File: src/rtl/multi_pipe_painter_pkg.sv
// Shared types and constants for the multi-pipe painter.
// Contents: FSM state enum, pixel coordinate widths, colour constants.
package painter_pkg;

    localparam int X_W = 8;   // pixel column width
    localparam int Y_W = 7;   // pixel row width

    localparam logic [2:0] BLACK  = 3'b000;
    localparam logic [2:0] GREEN  = 3'b010;
    localparam logic [2:0] YELLOW = 3'b110;

    typedef enum logic [2:0] {
        S_IDLE,
        S_ERASE_PIPE,
        S_DRAW_PIPE,
        S_NEXT_PIPE,
        S_ERASE_BOX,
        S_DRAW_BOX,
        S_DONE
    } state_t;

endpackage

File: src/rtl/multi_pipe_painter_if.sv
// Bundle between game-state logic, the painter and the VGA adapter.
//   game side : game_pulse, pipe_x (8 bits per pipe), pipe_gap_y (7 bits per
//               pipe), box_y  ->  busy, frame_done, overrun
//   VGA side  : plot, x, y, colour
// Modports: master = game/VGA environment, slave = painter.
interface multi_pipe_painter_if #(
    parameter int NUM_PIPES = 2
);
    logic                                    game_pulse;
    logic [NUM_PIPES*painter_pkg::X_W-1:0]   pipe_x;
    logic [NUM_PIPES*painter_pkg::Y_W-1:0]   pipe_gap_y;
    logic [painter_pkg::Y_W-1:0]             box_y;
    logic                                    plot;
    logic [painter_pkg::X_W-1:0]             x;
    logic [painter_pkg::Y_W-1:0]             y;
    logic [2:0]                              colour;
    logic                                    busy;
    logic                                    frame_done;
    logic                                    overrun;

    modport master (
        output game_pulse, pipe_x, pipe_gap_y, box_y,
        input  plot, x, y, colour, busy, frame_done, overrun
    );

    modport slave (
        input  game_pulse, pipe_x, pipe_gap_y, box_y,
        output plot, x, y, colour, busy, frame_done, overrun
    );
endinterface

File: src/rtl/multi_pipe_painter_column_sweeper.sv
// column_sweeper: walks one pipe column top to bottom, one row per cycle,
// and describes the pixel for the current row combinationally.
// Ports:
//   clk, reset     clock, synchronous active-high reset
//   step           advance one row this cycle (row held at 0 otherwise)
//   erase          1 = erase sweep (all rows black), 0 = draw sweep
//   x, gap_y       column and gap top row of this pipe
//   plot,y,colour  pixel for the current row
//   last           current row is the final row of the column
// Build option PAINTER_GAP_EN: draw sweeps paint gap rows black instead of
// skipping them.
module column_sweeper
    import painter_pkg::*;
#(
    parameter int         SCREEN_W    = 160,
    parameter int         SCREEN_H    = 120,
    parameter int         GAP_H       = 32,
    parameter logic [2:0] PIPE_COLOUR = GREEN
) (
    input  logic           clk,
    input  logic           reset,
    input  logic           step,
    input  logic           erase,
    input  logic [X_W-1:0] x,
    input  logic [Y_W-1:0] gap_y,
    output logic           plot,
    output logic [Y_W-1:0] y,
    output logic [2:0]     colour,
    output logic           last
);
    localparam int RW = Y_W + 1;
    localparam int XW = X_W + 1;

    logic [Y_W-1:0] row;
    logic [RW-1:0]  gap_end;
    logic           on_screen;
    logic           in_gap;

    // The counter self-wraps after the last row so back-to-back sweeps
    // (erase then draw) need no idle cycle between them.
    always_ff @(posedge clk) begin
        if (reset || !step || last)
            row <= '0;
        else
            row <= row + 1'b1;
    end

    // Gap end is one bit wider than a row so a gap near the bottom never
    // wraps round to the top of the screen.
    assign gap_end   = {1'b0, gap_y} + RW'(GAP_H - 1);
    assign in_gap    = ({1'b0, row} >= {1'b0, gap_y}) && ({1'b0, row} <= gap_end);
    assign on_screen = {1'b0, x} < XW'(SCREEN_W);
    assign last      = row == Y_W'(SCREEN_H - 1);
    assign y         = row;

    always_comb begin
        plot   = step && on_screen;
        colour = erase ? BLACK : PIPE_COLOUR;
        if (!erase && in_gap) begin
`ifdef PAINTER_GAP_EN
            colour = BLACK;
`else
            plot   = 1'b0;
`endif
        end
    end

endmodule

File: src/rtl/multi_pipe_painter.sv
// multi_pipe_painter: on each game_pulse erases and redraws NUM_PIPES pipe
// columns (each with a gap) and then the bird box, one pixel per cycle.
// Ports:
//   CLOCK_50  system clock
//   reset     synchronous active-high reset; aborts a frame immediately
//   bus       multi_pipe_painter_if.slave (game inputs, VGA pixel stream,
//             busy / frame_done / overrun status)
// All outputs are registered; a pixel decided in a cycle appears on the bus
// after that cycle's clock edge.
// Build option PAINTER_GAP_EN: gap rows are plotted black during the draw
// sweep (clears the bird trail); otherwise they are skipped. Timing is the
// same either way.
module multi_pipe_painter
    import painter_pkg::*;
#(
    parameter int         NUM_PIPES   = 2,
    parameter int         SCREEN_W    = 160,
    parameter int         SCREEN_H    = 120,
    parameter int         GAP_H       = 32,
    parameter int         BOX_SIZE    = 3,
    parameter int         BOX_X       = 4,
    parameter logic [2:0] PIPE_COLOUR = GREEN,
    parameter logic [2:0] BOX_COLOUR  = YELLOW
) (
    input logic                  CLOCK_50,
    input logic                  reset,
    multi_pipe_painter_if.slave  bus
);
    localparam int P_W = (NUM_PIPES > 1) ? $clog2(NUM_PIPES) : 1;

    state_t                              state;
    logic [NUM_PIPES-1:0][X_W-1:0]       cur_x, prev_x;
    logic [NUM_PIPES-1:0][Y_W-1:0]       cur_gap;
    logic [Y_W-1:0]                      cur_box, prev_box;
    logic                                prev_valid;
    logic [P_W-1:0]                      p;
    logic [X_W-1:0]                      bc, br;   // box column / row

    logic           sw_step, sw_erase, sw_plot, sw_last;
    logic [X_W-1:0] sw_x;
    logic [Y_W-1:0] sw_y;
    logic [2:0]     sw_colour;

    logic           box_erase, box_vis, box_last;
    logic [Y_W-1:0] box_top;
    logic [X_W-1:0] box_row;

    assign sw_step  = (state == S_ERASE_PIPE) || (state == S_DRAW_PIPE);
    assign sw_erase = (state == S_ERASE_PIPE);
    assign sw_x     = sw_erase ? prev_x[p] : cur_x[p];

    column_sweeper #(
        .SCREEN_W   (SCREEN_W),
        .SCREEN_H   (SCREEN_H),
        .GAP_H      (GAP_H),
        .PIPE_COLOUR(PIPE_COLOUR)
    ) u_sweep (
        .clk   (CLOCK_50),
        .reset (reset),
        .step  (sw_step),
        .erase (sw_erase),
        .x     (sw_x),
        .gap_y (cur_gap[p]),
        .plot  (sw_plot),
        .y     (sw_y),
        .colour(sw_colour),
        .last  (sw_last)
    );

    // Box rows are formed 8 bits wide and clipped before dropping to 7 bits,
    // so a box hanging off the bottom never wraps to the top rows.
    assign box_erase = (state == S_ERASE_BOX);
    assign box_top   = box_erase ? prev_box : cur_box;
    assign box_row   = X_W'(box_top) + br;
    assign box_vis   = box_row < X_W'(SCREEN_H);
    assign box_last  = (bc == X_W'(BOX_SIZE - 1)) && (br == X_W'(BOX_SIZE - 1));

    always_ff @(posedge CLOCK_50) begin
        if (reset) begin
            state          <= S_IDLE;
            bus.plot       <= 1'b0;
            bus.x          <= '0;
            bus.y          <= '0;
            bus.colour     <= BLACK;
            bus.busy       <= 1'b0;
            bus.frame_done <= 1'b0;
            bus.overrun    <= 1'b0;
            prev_valid     <= 1'b0;
            p              <= '0;
            bc             <= '0;
            br             <= '0;
            cur_x          <= '0;
            prev_x         <= '0;
            cur_gap        <= '0;
            cur_box        <= '0;
            prev_box       <= '0;
        end else begin
            bus.plot       <= 1'b0;
            bus.frame_done <= 1'b0;
            // Any pulse outside IDLE (DONE included) is dropped and flagged.
            if (bus.game_pulse && state != S_IDLE)
                bus.overrun <= 1'b1;

            case (state)
                S_IDLE: begin
                    if (bus.game_pulse) begin
                        cur_x    <= bus.pipe_x;
                        cur_gap  <= bus.pipe_gap_y;
                        cur_box  <= bus.box_y;
                        p        <= '0;
                        bus.busy <= 1'b1;
                        state    <= prev_valid ? S_ERASE_PIPE : S_DRAW_PIPE;
                    end
                end

                S_ERASE_PIPE, S_DRAW_PIPE: begin
                    bus.plot   <= sw_plot;
                    bus.x      <= sw_x;
                    bus.y      <= sw_y;
                    bus.colour <= sw_colour;
                    if (sw_last)
                        state <= sw_erase ? S_DRAW_PIPE : S_NEXT_PIPE;
                end

                S_NEXT_PIPE: begin
                    if (p == P_W'(NUM_PIPES - 1)) begin
                        bc    <= '0;
                        br    <= '0;
                        state <= prev_valid ? S_ERASE_BOX : S_DRAW_BOX;
                    end else begin
                        p     <= p + 1'b1;
                        state <= prev_valid ? S_ERASE_PIPE : S_DRAW_PIPE;
                    end
                end

                S_ERASE_BOX, S_DRAW_BOX: begin
                    bus.plot   <= box_vis;
                    bus.x      <= X_W'(BOX_X) + bc;
                    bus.y      <= box_row[Y_W-1:0];
                    bus.colour <= box_erase ? BLACK : BOX_COLOUR;
                    if (bc == X_W'(BOX_SIZE - 1)) begin
                        bc <= '0;
                        br <= box_last ? '0 : br + 1'b1;
                    end else begin
                        bc <= bc + 1'b1;
                    end
                    if (box_last)
                        state <= box_erase ? S_DRAW_BOX : S_DONE;
                end

                S_DONE: begin
                    bus.frame_done <= 1'b1;
                    bus.busy       <= 1'b0;
                    prev_x         <= cur_x;
                    prev_box       <= cur_box;
                    prev_valid     <= 1'b1;
                    state          <= S_IDLE;
                end

                default: state <= S_IDLE;
            endcase
        end
    end

endmodule

File: src/flat_wrapper.sv
// flat-port wrapper written by rule: the top's interface ports become plain ports
module multi_pipe_painter_flat import painter_pkg::*;
#(
    parameter int         NUM_PIPES   = 2,
    parameter int         SCREEN_W    = 160,
    parameter int         SCREEN_H    = 120,
    parameter int         GAP_H       = 32,
    parameter int         BOX_SIZE    = 3,
    parameter int         BOX_X       = 4,
    parameter logic [2:0] PIPE_COLOUR = GREEN,
    parameter logic [2:0] BOX_COLOUR  = YELLOW
)
  (CLOCK_50, reset, bus_game_pulse, bus_pipe_x, bus_pipe_gap_y, bus_box_y, bus_plot, bus_x, bus_y, bus_colour, bus_busy, bus_frame_done, bus_overrun);
  multi_pipe_painter_if #(.NUM_PIPES(NUM_PIPES)) bus_i ();
  input logic CLOCK_50;
  input logic reset;
  input wire logic [$bits(bus_i.game_pulse)-1:0] bus_game_pulse;
  input wire logic [$bits(bus_i.pipe_x)-1:0] bus_pipe_x;
  input wire logic [$bits(bus_i.pipe_gap_y)-1:0] bus_pipe_gap_y;
  input wire logic [$bits(bus_i.box_y)-1:0] bus_box_y;
  output wire logic [$bits(bus_i.plot)-1:0] bus_plot;
  output wire logic [$bits(bus_i.x)-1:0] bus_x;
  output wire logic [$bits(bus_i.y)-1:0] bus_y;
  output wire logic [$bits(bus_i.colour)-1:0] bus_colour;
  output wire logic [$bits(bus_i.busy)-1:0] bus_busy;
  output wire logic [$bits(bus_i.frame_done)-1:0] bus_frame_done;
  output wire logic [$bits(bus_i.overrun)-1:0] bus_overrun;
  assign bus_i.game_pulse = bus_game_pulse;
  assign bus_i.pipe_x = bus_pipe_x;
  assign bus_i.pipe_gap_y = bus_pipe_gap_y;
  assign bus_i.box_y = bus_box_y;
  assign bus_plot = bus_i.plot;
  assign bus_x = bus_i.x;
  assign bus_y = bus_i.y;
  assign bus_colour = bus_i.colour;
  assign bus_busy = bus_i.busy;
  assign bus_frame_done = bus_i.frame_done;
  assign bus_overrun = bus_i.overrun;
  multi_pipe_painter #(.NUM_PIPES(NUM_PIPES), .SCREEN_W(SCREEN_W), .SCREEN_H(SCREEN_H), .GAP_H(GAP_H), .BOX_SIZE(BOX_SIZE), .BOX_X(BOX_X), .PIPE_COLOUR(PIPE_COLOUR), .BOX_COLOUR(BOX_COLOUR)) u_core (.CLOCK_50(CLOCK_50), .reset(reset), .bus(bus_i));
endmodule
File: config.mk
export PLATFORM = sky130hd
export DESIGN_NAME = multi_pipe_painter_flat
export DESIGN_NICKNAME = d
export VERILOG_FILES = /design/src/rtl/multi_pipe_painter_pkg.sv /design/src/rtl/multi_pipe_painter_if.sv /design/src/rtl/multi_pipe_painter_column_sweeper.sv /design/src/rtl/multi_pipe_painter.sv /design/src/flat_wrapper.sv
export SDC_FILE = /design/constraint.sdc
export NUM_CORES = 1
export LEC_CHECK = 0
export BUFFER_PORTS_ARGS = -buffer_cell sky130_fd_sc_hd__buf_4
export CORE_UTILIZATION = 41
export DETAILED_ROUTE_END_ITERATION = 12
export PLACE_DENSITY_LB_ADDON = 0.3
export SETUP_SLACK_MARGIN = 0.3
export SYNTH_ARGS = -nofsm -noshare
export SYNTH_HDL_FRONTEND = slang
export SYNTH_SLANG_ARGS = --single-unit
export TNS_END_PERCENT = 5
File: constraint.sdc
create_clock -name CLOCK_50 -period 7.99 [get_ports CLOCK_50]
set_input_delay 1.1985 -clock CLOCK_50 [delete_from_list [all_inputs] [get_ports CLOCK_50]]
set_output_delay 1.1985 -clock CLOCK_50 [all_outputs]
set_load 0.01 [all_outputs]
==> reports/results.ini <==
[layout]
drive_gt1_share_pct = 16.12
area_delta_synth_final_pct = 14.59
fin_cells = 883
final_util_pct = 47.99
nets = 773
final_area_um2 = 6330
diodes = 0

[flow_run]
drv_cap = 0

[timing]
tightestPinTransition_ns = 1.012
setup_viol = 0
finalSetupTns_ns = 0
max_slew_margin_pct = 32.34
skew_ns = 0.009006
min_period_over_period_pct = 50.88
hold_viol = 0
max_freq_mhz = 246.0
drv_slew = 0
whs_ns = 0.4550
rsz0062_at_grt = false
worst_slack_ns = 3.925
fin_crit_ns = 4.065

[placed_design]
post-place-ws_ns = 3.976
dpl_cell_area_um2 = 6028
io_buffers = 60
dp_hpwl_mm = 9.618
dp.cells = 867
gp_congestion = 0.8682

[routing]
ant_nets = 0
remaining_drc_errors = 0
wire_per_inst_um = 14.83
dr.pass1.iters = 5
wl_mm = 13.10
vias = 4645
vias_per_cell = 5.260
drtIter0Drc = 369

[logic_synthesis]
synth_flop_cell = dfxtp_1
yosysWarningCount = 0
syn-num-nets = 735
syn-cell-area_um2 = 5524
synth_cells = 664
synth_seq_cells = 109
synth_top_area_share_pct = 39.50
synth_commonest_cells = 154 x nand2_1, 109 x dfxtp_1, 75 x a21oi_1
syn_avg_cell_area_um2 = 8.319
yosysTopAreaCell = dfxtp_1
yosysMostFrequentCell = nand2_1
synth.distinct_cells = 64
async_reset_ff_share_pct = 0
synth-edff-count = 0
ys_seq_area_share_pct = 39.50
synthTopCellsByArea = dfxtp_1 40%, nand2_1 10%, a21oi_1 6.8%

[worst_setup_path]
cp_max_fo = 27
cp-end-kind = flip-flop
worstSetupStartpointType = flip-flop
arrival_ns = 4.32
crit_type = flip-flop to flip-flop
path_cells = nand2b_1 > nor2_2 > mux2_2 > ha_1 > inv_1 > fa_1 > nand2b_1 > a211oi_2 > o21a_1 > or3_1 > nand2b_1 > a2111oi_2
cpMaxStageDelayCell = nand2b_1
worstPathRequired_ns = 8.24
crit_top_cell = nand2b_1
slowest_delay_ns = 0.86

[clock_network]
cts_buffers = 9
clk-insertion-delay-late_ns = 0.36
htreeDepth = 3
clk_pin_slew_ns = 0.07
cts_tree = built
root_buffer = clkbuf_16
cts_sinks = 109
post_cts_resized = 0
clock_path_buffers = 2
cts_setup_buffers = 0
cts_hold_buffers = 0

[hold_path]
hold_class = flip-flop to flip-flop

[pwr]
p_per_area_nw_per_um2 = 197.9
total_power_mw = 1.253
p_leak_nw = 2.375
ir_drop_mv = 0.1007

[global_route]
grt_overflow = 0
grt_max_degree = 93
antenna_found_initial = 0
grt_pass1_wl_mm = 22.29
grt_use_total_pct = 20.13
grt_pass1_vias = 4475

[floorplan]
die_area_um2 = 13940
rows = 42
die_h_um = 118.1
die_w_um = 118.1
start_util_pct = 41.88
num_io_pins = 62
design.core.area_um2 = 13190

[run_status]
status = finished clean

## per-layer routing
metal / track usage [%] / vias up / routed length (um)
li1: - / 2346 / -
met1: 27.77 / 2190 / 6411
met2: 31.40 / 97 / 5960
met3: 3.391 / 12 / 541
met4: 7.532 / 0 / 183
met5: 0 / - / 0
## state kept, by name (all words and copies together) (netlist names), 2 cells and up
signal	cells
u_core.bus.y	7
u_core.cur_x	16
u_core.prev_x	16
u_core.bus.x	8
u_core.state	3
u_core.u_sweep.y	7
u_core.bus.colour	2
u_core.bc	8
u_core.br	8
u_core.cur_gap	14
u_core.prev_box	7
u_core.cur_box	7
## cell families (layout without fill, tap and decap cells)
| kind of cell | Yosys count | after routing | share of synthesized area (%) |
|---|---|---|---|
| mux | 25 | 25 | 6.297 |
| compound gates | 134 | 134 | 15.58 |
| flops | 109 | 109 | 39.50 |
| simple gates | 279 | 279 | 21.79 |
| buf+inv | 54 | 97 | 4.688 |
| xor+xnor | 31 | 31 | 4.915 |
| other cells | 1 | 1 | 0.06789 |
| fa+ha+maj | 31 | 31 | 7.157 |
## cell usage in the layout (no fill, tap or decap), types with 15 or more instances in the layout
cell type and instances:
nor2_1 62, nand3_1 18, xnor2_1 15, a21oi_1 75, inv_1 16, nand2_1 154
buf_4 63, ha_1 30, xor2_1 16, dfxtp_1 109
## area by class of cell
class	instances	area [um2]
clock buffers	10	229.0
clock inverters	6	72.57
fillers	1282	6860
inverters	18	70.07
multi-input cells	501	3083
flip-flops and latches	109	2182
well taps	176	220.2
repair buffers	63	473.0
## where the power goes
part	switching, mW	internal [mW]	leakage, nW	total [mW]
combinational	0.115	0.0849	1.35	0.200
clock	0.207	0.246	0.143	0.453
sequential	0.0291	0.571	0.886	0.600
## worst max-delay path, delay by kind of cell (launching register included)
kind	cells	cell delay [ns]
AO/OA/AOI/OAI	3	0.76
flip-flops	1	0.83
adder cells (fa/ha/maj)	2	0.54
AND/OR/NAND/NOR	5	1.46
multiplexers	1	0.30
buffers and inverters	1	0.06
## final timing paths
| path | start | endpoint | slack, ns | cells after the start |
|---|---|---|---|---|
| hold reg to reg | u_core.prev_box[5] | u_core.prev_box[5] | 0.46 | 2 |
| setup reg to reg | u_core.state[1] | u_core.bus.y[6] | 3.92 | 12 |
| setup / recovery | u_core.state[1] | u_core.bus.y[6] | 3.92 | 12 |
| hold / removal | u_core.prev_box[5] | u_core.prev_box[5] | 0.46 | 2 |
Note: power is estimated with default switching activity, not from simulation.
